### src/rtl/serial_subtractor_pkg.sv
// Shared state encodings and default width for the bit-serial subtractor.
// Optional signed overflow output is enabled with SERIAL_SUBTRACTOR_OVF_EN.
package serial_subtractor_pkg;

  localparam int DEFAULT_WIDTH = 8;

  typedef enum logic [1:0] {
    S_IDLE = 2'd0,
    S_RUN  = 2'd1,
    S_DONE = 2'd2
  } state_t;

endpackage

### src/rtl/serial_subtractor_full_subtractor.sv
// 1-bit full-subtractor cell: diff = a - b - bin, bout = borrow out.
// Purely combinational, zero latency, no flow control.
module full_subtractor (
  input  logic a,
  input  logic b,
  input  logic bin,
  output logic diff,
  output logic bout
);

  assign diff = a ^ b ^ bin;
  assign bout = (~a & b) | (~(a ^ b) & bin);

endmodule

### src/rtl/serial_subtractor.sv
// LSB-first serial a - b; done pulses WIDTH+1 cycles after start is presented.
// start is only accepted in IDLE; SERIAL_SUBTRACTOR_OVF_EN adds a signed ovf output.
module serial_subtractor
  import serial_subtractor_pkg::*;
#(
  parameter int WIDTH = DEFAULT_WIDTH
) (
  input  logic             clk,
  input  logic             rst,
  input  logic             start,
  input  logic [WIDTH-1:0] a,
  input  logic [WIDTH-1:0] b,
  output logic             busy,
  output logic             done,
  output logic [WIDTH-1:0] diff,
  output logic             borrow
`ifdef SERIAL_SUBTRACTOR_OVF_EN
  ,
  output logic             ovf
`endif
);

  localparam int CW = $clog2(WIDTH + 1);

  state_t           state;
  state_t           state_nxt;
  logic [WIDTH-1:0] sa;
  logic [WIDTH-1:0] sb;
  logic [WIDTH-2:0] res;
  logic             br;
  logic [CW-1:0]    cnt;
  logic             d;
  logic             br_nxt;
  logic [WIDTH-1:0] res_full;
  logic             last_bit;

`ifdef SERIAL_SUBTRACTOR_OVF_EN
  logic a_msb;
  logic b_msb;
`endif

  full_subtractor u_cell (
    .a    (sa[0]),
    .b    (sb[0]),
    .bin  (br),
    .diff (d),
    .bout (br_nxt)
  );

  // Result register holds the upper WIDTH-1 bits; the incoming bit completes it.
  assign res_full = {d, res};
  assign last_bit = (cnt == CW'(WIDTH - 1));

  always_comb begin
    state_nxt = state;
    case (state)
      S_IDLE:  if (start) state_nxt = S_RUN;
      S_RUN:   if (last_bit) state_nxt = S_DONE;
      S_DONE:  state_nxt = S_IDLE;
      default: state_nxt = S_IDLE;
    endcase
  end

  assign busy = (state == S_RUN);
  assign done = (state == S_DONE);

  always_ff @(posedge clk) begin
    if (rst) begin
      state  <= S_IDLE;
      sa     <= '0;
      sb     <= '0;
      res    <= '0;
      br     <= 1'b0;
      cnt    <= '0;
      diff   <= '0;
      borrow <= 1'b0;
`ifdef SERIAL_SUBTRACTOR_OVF_EN
      a_msb  <= 1'b0;
      b_msb  <= 1'b0;
      ovf    <= 1'b0;
`endif
    end else begin
      state <= state_nxt;
      case (state)
        S_IDLE: begin
          if (start) begin
            sa  <= a;
            sb  <= b;
            br  <= 1'b0;
            cnt <= '0;
`ifdef SERIAL_SUBTRACTOR_OVF_EN
            a_msb <= a[WIDTH-1];
            b_msb <= b[WIDTH-1];
`endif
          end
        end
        S_RUN: begin
          sa  <= sa >> 1;
          sb  <= sb >> 1;
          res <= res_full[WIDTH-1:1];
          br  <= br_nxt;
          cnt <= cnt + CW'(1);
          // Outputs change only once, so partial results are never visible.
          if (last_bit) begin
            diff   <= res_full;
            borrow <= br_nxt;
`ifdef SERIAL_SUBTRACTOR_OVF_EN
            ovf    <= (a_msb ^ b_msb) & (a_msb ^ d);
`endif
          end
        end
        default: ;
      endcase
    end
  end

endmodule

### config.mk
export PLATFORM = sky130hd
export DESIGN_NAME = serial_subtractor
export DESIGN_NICKNAME = d
export VERILOG_FILES = /design/src/rtl/serial_subtractor_pkg.sv /design/src/rtl/serial_subtractor_full_subtractor.sv /design/src/rtl/serial_subtractor.sv
export SDC_FILE = /design/constraint.sdc
export NUM_CORES = 1
export LEC_CHECK = 0
export CAP_MARGIN = 30
export CELL_PAD_IN_SITES_DETAIL_PLACEMENT = 1
export CELL_PAD_IN_SITES_GLOBAL_PLACEMENT = 1
export CORE_MARGIN = 2
export CORE_UTILIZATION = 44
export CTS_BUF_LIST = sky130_fd_sc_hd__clkbuf_8
export DETAILED_ROUTE_END_ITERATION = 8
export PLACE_DENSITY_LB_ADDON = 0.1
export SYNTH_ARGS = -nofsm -noshare
export SYNTH_HDL_FRONTEND = slang
export SYNTH_SLANG_ARGS = --single-unit
### constraint.sdc
create_clock -name clk -period 4.5 [get_ports clk]
set_clock_uncertainty 0.2 [all_clocks]
set_input_delay 0.675 -clock clk [delete_from_list [all_inputs] [get_ports clk]]
set_output_delay 0.675 -clock clk [all_outputs]
set_load 0.005 [all_outputs]
Word-level counts from Yosys, hierarchy flattened

Index checks and enable logic that the tools add are counted.

Add/subtract/negate cells: 1
Reductions and logical operators: 5
Bitwise operators: 7
Equality and inequality tests: 5
Muxes and demuxes: 11

Operator list:

| operator              | count |
|---|---|
| $pmux W8 S2           | 2 |
| $mux W8               | 2 |
| $pmux W4 S2           | 1 |
| $reduce_and A2 Y1     | 3 |
| $add A4 B1 Y4 const B | 1 |
| $eq A4 B3 Y1 const B  | 1 |
| $mux W2               | 2 |
| $mux W4               | 1 |
| $pmux W2 S2           | 1 |
| $and A1 B1 Y1         | 2 |
| $eq A2 B1 Y1 const B  | 1 |
| $eq A2 B2 Y1 const B  | 1 |
| $logic_not A2 Y1      | 1 |
| $ne A2 B1 Y1 const B  | 1 |
| $ne A2 B2 Y1 const B  | 1 |
| $not A1 Y1            | 2 |
| $pmux W1 S2           | 1 |
| $reduce_bool A2 Y1    | 1 |
| $xor A1 B1 Y1         | 2 |
| $mux W1               | 1 |
| $or A1 B1 Y1          | 1 |

Register bits after elaboration: 39
Logic and storage cells: 37
Output and inout bits: 11
Bits of input ports: 19

Longest topological paths before layout

Depth in word-level cells: 5
Depth in mapped cells: 7
Gate-level depth less buffers: 4

By module

Synthesis repeated with hierarchy kept, for this count alone.

Cell total of the unflattened synthesis: 179
Area total of the unflattened synthesis: 1,684.1 sq um

By module, submodules not included:

| module            | sequential area each (sq um) | cells each | area each (sq um) | times used |
|---|---|---|---|---|
| serial_subtractor | 780.7                        | 175        | 1,652.8           | 1 |
| full_subtractor   | 0.0                          | 4          | 31.3              | 1 |

Worst setup path after synthesis

OpenSTA, ideal clock, no wires.

Kind: register -> output
From: register state[0]
To: output port busy
Data arrival time: 0.838 ns
Data required time: 3.625 ns
Slack: 2.787 ns
Stages on the path, launching flop included: 6
Path buffers: 3
Cell sequence: dfxtp_1 -> buf_6 -> nand2b_4 -> buf_6 -> inv_4 -> buf_4

Word-level cells in the longest chain between the ends: 1

RTL lines:

| element                | RTL line                | RTL |
|---|---|---|
| from (decl)            | serial_subtractor.sv:25 | `state_t state;` |
| from (signal assigned) | serial_subtractor.sv:83 | `state <= state_nxt;` |
| $eq A2 B1 Y1           | serial_subtractor.sv:64 | `assign busy = (state == S_RUN);` |
| to (decl)              | serial_subtractor.sv:13 | `output logic busy,` |

No other way between the ends.

Worst setup path in the final report

Ends and elaborated chain as after synthesis.

==> results.md <==
STA:
- The total negative slack is 0 ns.
- After layout, the minimum clock period comes to 3.00 ns.
- The transition time at the pin with the least slew margin is 0.761 ns.
- The relative slew slack is 0.492.
- The total count of hold-check failures in the final report is 0.
- The final critical-path setup slack is 1.50 ns.
- Of the available clock period, the critical path in the final layout requires 0.667.
- The highest clock frequency the design can meet is 333 MHz.
- Setup repair after global routing left no endpoint under its margin.
- The max-slew violation total from the final report is 0.
- The number of setup violations in the final report is 0.

Worst setup path:
- The critical register-to-register path startpoint is state[0]$_SDFFE_PP0P_.
- Traced cell by cell, the critical path runs through nand2b_4 -> inv_4 -> clkdlybuf4s50_1.
- The slowest cell on the critical path is dfxtp_1.
- The endpoint of the worst-slack reg-to-reg timing path is sa[6]$_SDFFE_PP0P_.
- The data arrival time of the worst path is 2.13 ns.
- The kind of end point of the critical path is a primary output.
- The path type of the worst setup path is reg -> out.
- The largest fanout on the critical path is 28.
- STA classifies the critical path startpoint as a flip-flop.
- The reg-to-reg setup timing slack is 2.48 ns.
- The required time at the worst-slack endpoint is 3.62 ns.
- Counting cells, the worst reg-to-reg path comes to 3.
- The biggest cell delay along the critical path is 0.82 ns.

Floorplan:
- The row count is 22.
- The core outline area is 0.00366 mm2.
- The height of the die is 65.8 um.
- The number of top-level pins is 30.
- The starting density of the core is 0.458.
- The die covers 0.00432 mm2.
- The overall die width is 65.8 um.

Placed design:
- Port buffering added 29 buffers.
- The final estimated routing congestion in global placement is 0.720.
- After detailed placement, the total cell area comes to 0.00194 mm2.
- Prior to clock tree synthesis, the placed netlist has a worst setup slack of 1.82 ns.
- The number of placed cells counting well taps is 250.
- After legalization and detailed placement, the total HPWL measured 2650 um.

Global route:
- The number of antenna violations at the first check in global routing came to 0.
- The number of global-route vias before repair is 1,441.
- Across every metal layer, demand over resource in global routing totals 0.212.
- Entering global routing, the biggest net connects 40 pins.
- The wire length of the first global-routing pass is 6860 um.
- The total overflow left after global routing is 0.

CTS:
- TritonCTS created 5 clock buffers.
- TritonCTS built the clock tree.
- The clock-pin slew reported for the worst setup and hold paths after clock tree synthesis is 0.07 ns.
- The later-pin clock latency in the skew report is 0.30 ns.
- The clock tree root buffer cell is clkbuf_8.
- The number of setup buffers added after CTS is 0.
- The clock sink count is 39.
- After clock tree synthesis, the flow added hold-fix buffers numbering 0.
- In this run, post-CTS repair resized a total of 0 instances.
- In this run the number of H-tree levels came out at 2.
- The longest clock path from root to sink contains 2 buffers.

Finish:
- In the layout the commonest cells are dfxtp_1 (39), clkdlybuf4s50_1 (29), nor2_1 (27).
- The area growth from synthesis to layout is 22.4%.
- The number of antenna diodes in the final layout is 0.
- The layout cell share with drive strength beyond 1 is 0.0952.
- The count of cells in the finished layout, fillers not included, comes to 258.
- Fill cells in the final layout number 441.
- The library cell used most frequently in the layout, excluding fill and tap cells, is dfxtp_1.
- The area used by sequential logic in the layout is 781 um2.
- In the final layout, the multi-input gates occupy 777 um2.
- The net total in the final layout is 230.
- The finished cells cover 0.00205 mm2.

Hold path:
- The worst hold path stage count is 2.
- The worst hold path begins at res[0]$_SDFFE_PP0N_.
- The path with the worst hold slack has its endpoint at diff[0]$_SDFFE_PP0P_.
- The worst min-delay path class is reg -> reg.

Detailed routing:
- The remaining routing DRC violations is 0.
- Signal routing reaches up to met4.
- Summing over every cut layer, the via total after detailed routing is 1,435.
- Dividing the detail-routed via count by the number of cells gives 5.56.
- In the final routed layout, each cell accounts on average for 15.8 um.
- Detailed routing placed a total of 1950 um of wire on met2.
- The met3 wire length is 143 um.
- The count of nets left with antenna violations after detail routing is 0.
- The first routing iteration left 88 violations.
- The first-pass iteration count of the detailed router is 4.
- The post-detailed-routing wire length is 4070 um.
- The wire length on met1 is 1870 um.

Synthesis:
- In the synthesized netlist the async set-or-reset flop fraction comes to 0.
- Synthesis produced 187 cells.
- Among all flip-flop cells after synthesis, the most frequent one is dfxtp_1.
- When the netlist entered floorplanning its net count stood at 208.
- The register bit count reported by yosys is 39.
- Counting distinct cell types in the post-synthesis netlist gives 33.
- Yosys printed 0 warnings.
- The average instance in the mapped netlist occupies 8.97 um2.
- The synthesized design contains 0 enable-type register cells.
- In this run the cell area of the synthesized design comes to 0.00168 mm2.
- The sequential area share after synthesis is 0.465.

Pwr:
- Total power for the finished layout comes to 759 uW.
- The maximum ir drop on the vdd rail is 202 uV.
- Power spread over the standard cell area amounts to 370 mW/mm2.
- For this design the static power due to leakage is 0.727 nW.

Outcome:
- The run finished with clean final reports.

Run:
- The max-capacitance violation count is 0.
-- through the flow --
step                      hold slack [ns]   util
after floorplan                     0.237      -
after global placement              0.252  0.529
after detailed placement            0.267  0.529
after CTS                           0.278  0.561
after global routing                0.301  0.561
final                               0.270  0.561
-- layer usage --
| metal | vias to the layer above | GRT usage |
|---|---|---|
| li1 | 709 | - |
| met2 | 23 | 0.330 |
| met1 | 694 | 0.265 |
| met5 | - | 0 |
| met4 | 0 | 0.102 |
| met3 | 9 | 0.0685 |
-- how the worst max path moves through the flow --
stage | startpoint | endpoint | slack [ns] | depth (start not counted)
finish | state[0]$_SDFFE_PP0P_ | busy | 1.50 | 3
global route | state[0]$_SDFFE_PP0P_ | busy | 1.34 | 3
CTS | state[0]$_SDFFE_PP0P_ | busy | 1.47 | 3
floorplan | state[0]$_SDFFE_PP0P_ | busy | 2.79 | 5
detailed placement | state[0]$_SDFFE_PP0P_ | busy | 1.82 | 3
global placement | state[0]$_SDFFE_PP0P_ | busy | 1.89 | 3
-- cell usage after synthesis, drive strengths merged (2+ instances only) --
cell	instances	share of area
buf	11	0.050
a22oi	3	0.013
inv	5	0.013
nand2b	2	0.012
nor2	27	0.060
clkbuf	4	0.0089
a21oi	17	0.051
nand3	10	0.030
a21bo	8	0.048
o22ai	6	0.022
o2bb2ai	8	0.042
a211oi	16	0.072
dfxtp	39	0.47
nand2	18	0.040
-- logic make-up after synthesis --
logic type      after synthesis  share of synthesized area
simple gates                 62                      0.163
buf+inv                      20                     0.0716
compound gates               64                      0.280
fa+ha+maj                     2                     0.0194
flops                        39                      0.465
-- worst max-delay path: cells and delay by family (launching register included) --
kind / cells / cell delay (ns)
buf+inv: 2 / 0.81
simple gates: 1 / 0.20
flops: 1 / 0.82
-- registers in the layout, summed over array words and instances (netlist names) --
| register | count |
|---|---|
| diff | 8 |
| sb | 8 |
| cnt | 4 |
| sa | 8 |
| res | 7 |
| state | 2 |
| br | 1 |
| borrow | 1 |
-- power breakdown --
part           leakage (nW)  switching (mW)  internal, mW
logic                 0.347          0.0406        0.0369
registers             0.319          0.0129         0.361
clock network        0.0612           0.129         0.179
-- final cells by class --
| type | instances | area share |
|---|---|---|
| well taps | 48 | 0.0292 |
| multi-input cells | 128 | 0.378 |
| inverters | 5 | 0.0104 |
| clock buffers | 6 | 0.0402 |
| repair buffers | 30 | 0.145 |
| clock inverters | 2 | 0.0171 |
| flip-flops and latches | 39 | 0.380 |
(Power assumes the default switching activity.)
==> variant, RTL diff (same settings) <==
Make the reset (`rst`) asynchronous in one clocked block.
--- a/src/rtl/serial_subtractor.sv
+++ b/src/rtl/serial_subtractor.sv
@@ -66,3 +66,3 @@
 
-  always_ff @(posedge clk) begin
+  always_ff @(posedge clk or posedge rst) begin
     if (rst) begin
Behaviour: differs if rst is asserted again (counterexample within 4 cycles, from zero or initial values and one cycle with rst high); with rst held inactive, the same outputs for 10 cycles.
==> variant against the original RTL <==
  * Worst setup slack got worse by 0.18 ns
  * Sequential cell count unchanged
  * Final area increased by 4.5%
  * Utilization increased by 2.1 points
  * Synthesized cell count decreased by 15%
  * Routed wire length increased by 2.3%
  * Synthesized area increased by 1.9%
Power is not compared: it rests on default switching activity, and its combinational part moved more than twofold at a synthesized area within 25%.
==> variant: results (changes against the original RTL) <==
- The overall routed net length was 4.17 mm (was 4.07 mm).
- 1st-pass router iterations: 4 (unchanged)
* Vias in the first global route: 1,356 (was 1,441)
- Most used standard cells in the synthesized netlist: sky130_fd_sc_hd__dfrtp_1, sky130_fd_sc_hd__nand2_1, sky130_fd_sc_hd__o21ai_0 (was sky130_fd_sc_hd__dfxtp_1, sky130_fd_sc_hd__nor2_1, sky130_fd_sc_hd__nand2_1)
- The worst stage delay on the critical path was 0.90 ns (was 0.82 ns).
* Placed wire-length estimate: 2.64 mm (was 2.65 mm)
- The number of nets in the layout came to 209 (was 230).
* Reg2Reg Capture Point: diff[4]$_DFFE_PP0P_ (was sa[6]$_SDFFE_PP0P_)
- Outcome: finished, final reports clean (unchanged).
- The net count after synthesis came to 180 (was 208).
* M1 WL: 1.97 mm (was 1.87 mm)
- The total met2 wirelength after detailed routing was 1.96 mm (was 1.95 mm).
- First-pass GRT wire length: 6.91 mm (was 6.86 mm)
* Reg-to-reg slack, setup: 2.12 ns (was 2.48 ns)
- The first-iteration detailed-routing DRC count is 90 (was 88).
- The proportion of synthesized flip-flops having asynchronous set or reset is 1.00 (was 0).
- Top area cells in the synthesized netlist: sky130_fd_sc_hd__dfrtp_1, sky130_fd_sc_hd__nand2_1, sky130_fd_sc_hd__mux2_2 (was sky130_fd_sc_hd__dfxtp_1, sky130_fd_sc_hd__a211oi_1, sky130_fd_sc_hd__nor2_1).
- GRT met1 Usage: 0.295 (was 0.265)
- Post-detailed-placement cell area: 0.00202 mm2 (was 0.00194 mm2)
* Ratio of cells with drive above 1 in the final layout: 0.116 (was 0.0952)
- Global Route met2 Usage: 0.326 (was 0.330)
- The distinct cell type count after synthesis came to 26 (was 33).
- The top fanout value on the critical path came to 24 (was 28).
- The total global-route track usage came to 0.214 (was 0.212).
- The count of inverters other than clock inverters in the layout is 6 (was 5).
- The count of sequential standard cells came to 39 (unchanged).
- Number of fill cells: 415 (was 441)
- Number of multi-input logic gates: 105 (was 128)
- Number of signal-net buffers in the layout: 31 (was 30)
- Layout buffering overhead excluding clock cells: 0.142 (was 0.145)
- Clock network share of area: 0.0548 (was 0.0572)
* Tmin final: 3.18 ns (was 3.00 ns)
- The met3 layer wire length in the routed design was 169 um (was 143 um).
- The endpoint with the worst hold slack was sa[5]$_DFFE_PP0P_ (was diff[0]$_SDFFE_PP0P_).
- Met3 global-route usage: 0.0528 (was 0.0685)
- The data arrival time of the worst path was 2.31 ns (was 2.13 ns).
- The part of the Yosys area used for sequential elements came to 0.571 (was 0.465).
- RD Place Congestion: 0.731 (was 0.720)
- The startpoint of the worst setup timing path is state[0]$_DFFE_PP0P_ (was state[0]$_SDFFE_PP0P_).
- Relative slew margins: 0.437 (was 0.492)
* Fraction of area in multi-input gates: 0.310 (was 0.378)
- Average footprint of a synthesized cell: 10.7 um2 (was 8.97 um2)
-- variant: power by group through the flow --
| stage | Clock, mW | Combinational [mW] | Sequential [mW] |
|---|---|---|---|
| global route | 0.329 | 0.491 | 0.638 |
| detailed placement | 0 | 0.433 | 0.617 |
| global placement | 0 | 0.405 | 0.603 |
| floorplan | 0 | 0.289 | 0.570 |
| CTS | 0.310 | 0.446 | 0.614 |
| finish | 0.305 | 0.441 | 0.616 |
-- variant: stage by stage --
stage               power, mW  hold WS, ns  cells
floorplan               0.859        0.240    159
global placement         1.01        0.262    228
detailed placement       1.05        0.274    228
CTS                      1.37        0.292    236
global route             1.46        0.336    237
finish                   1.36        0.289    237
-- variant: cells by family (layout without fill, tap and decap cells) --
kind of cell	Yosys count	in the layout	share of synthesized area
and+or+nand+nor	48	48	0.140
AOI/OAI and AO/OA	45	45	0.165
DFF	39	39	0.571
buffers and inverters	15	45	0.0395
muxes	10	10	0.0652
adders and majority gates	2	2	0.0190
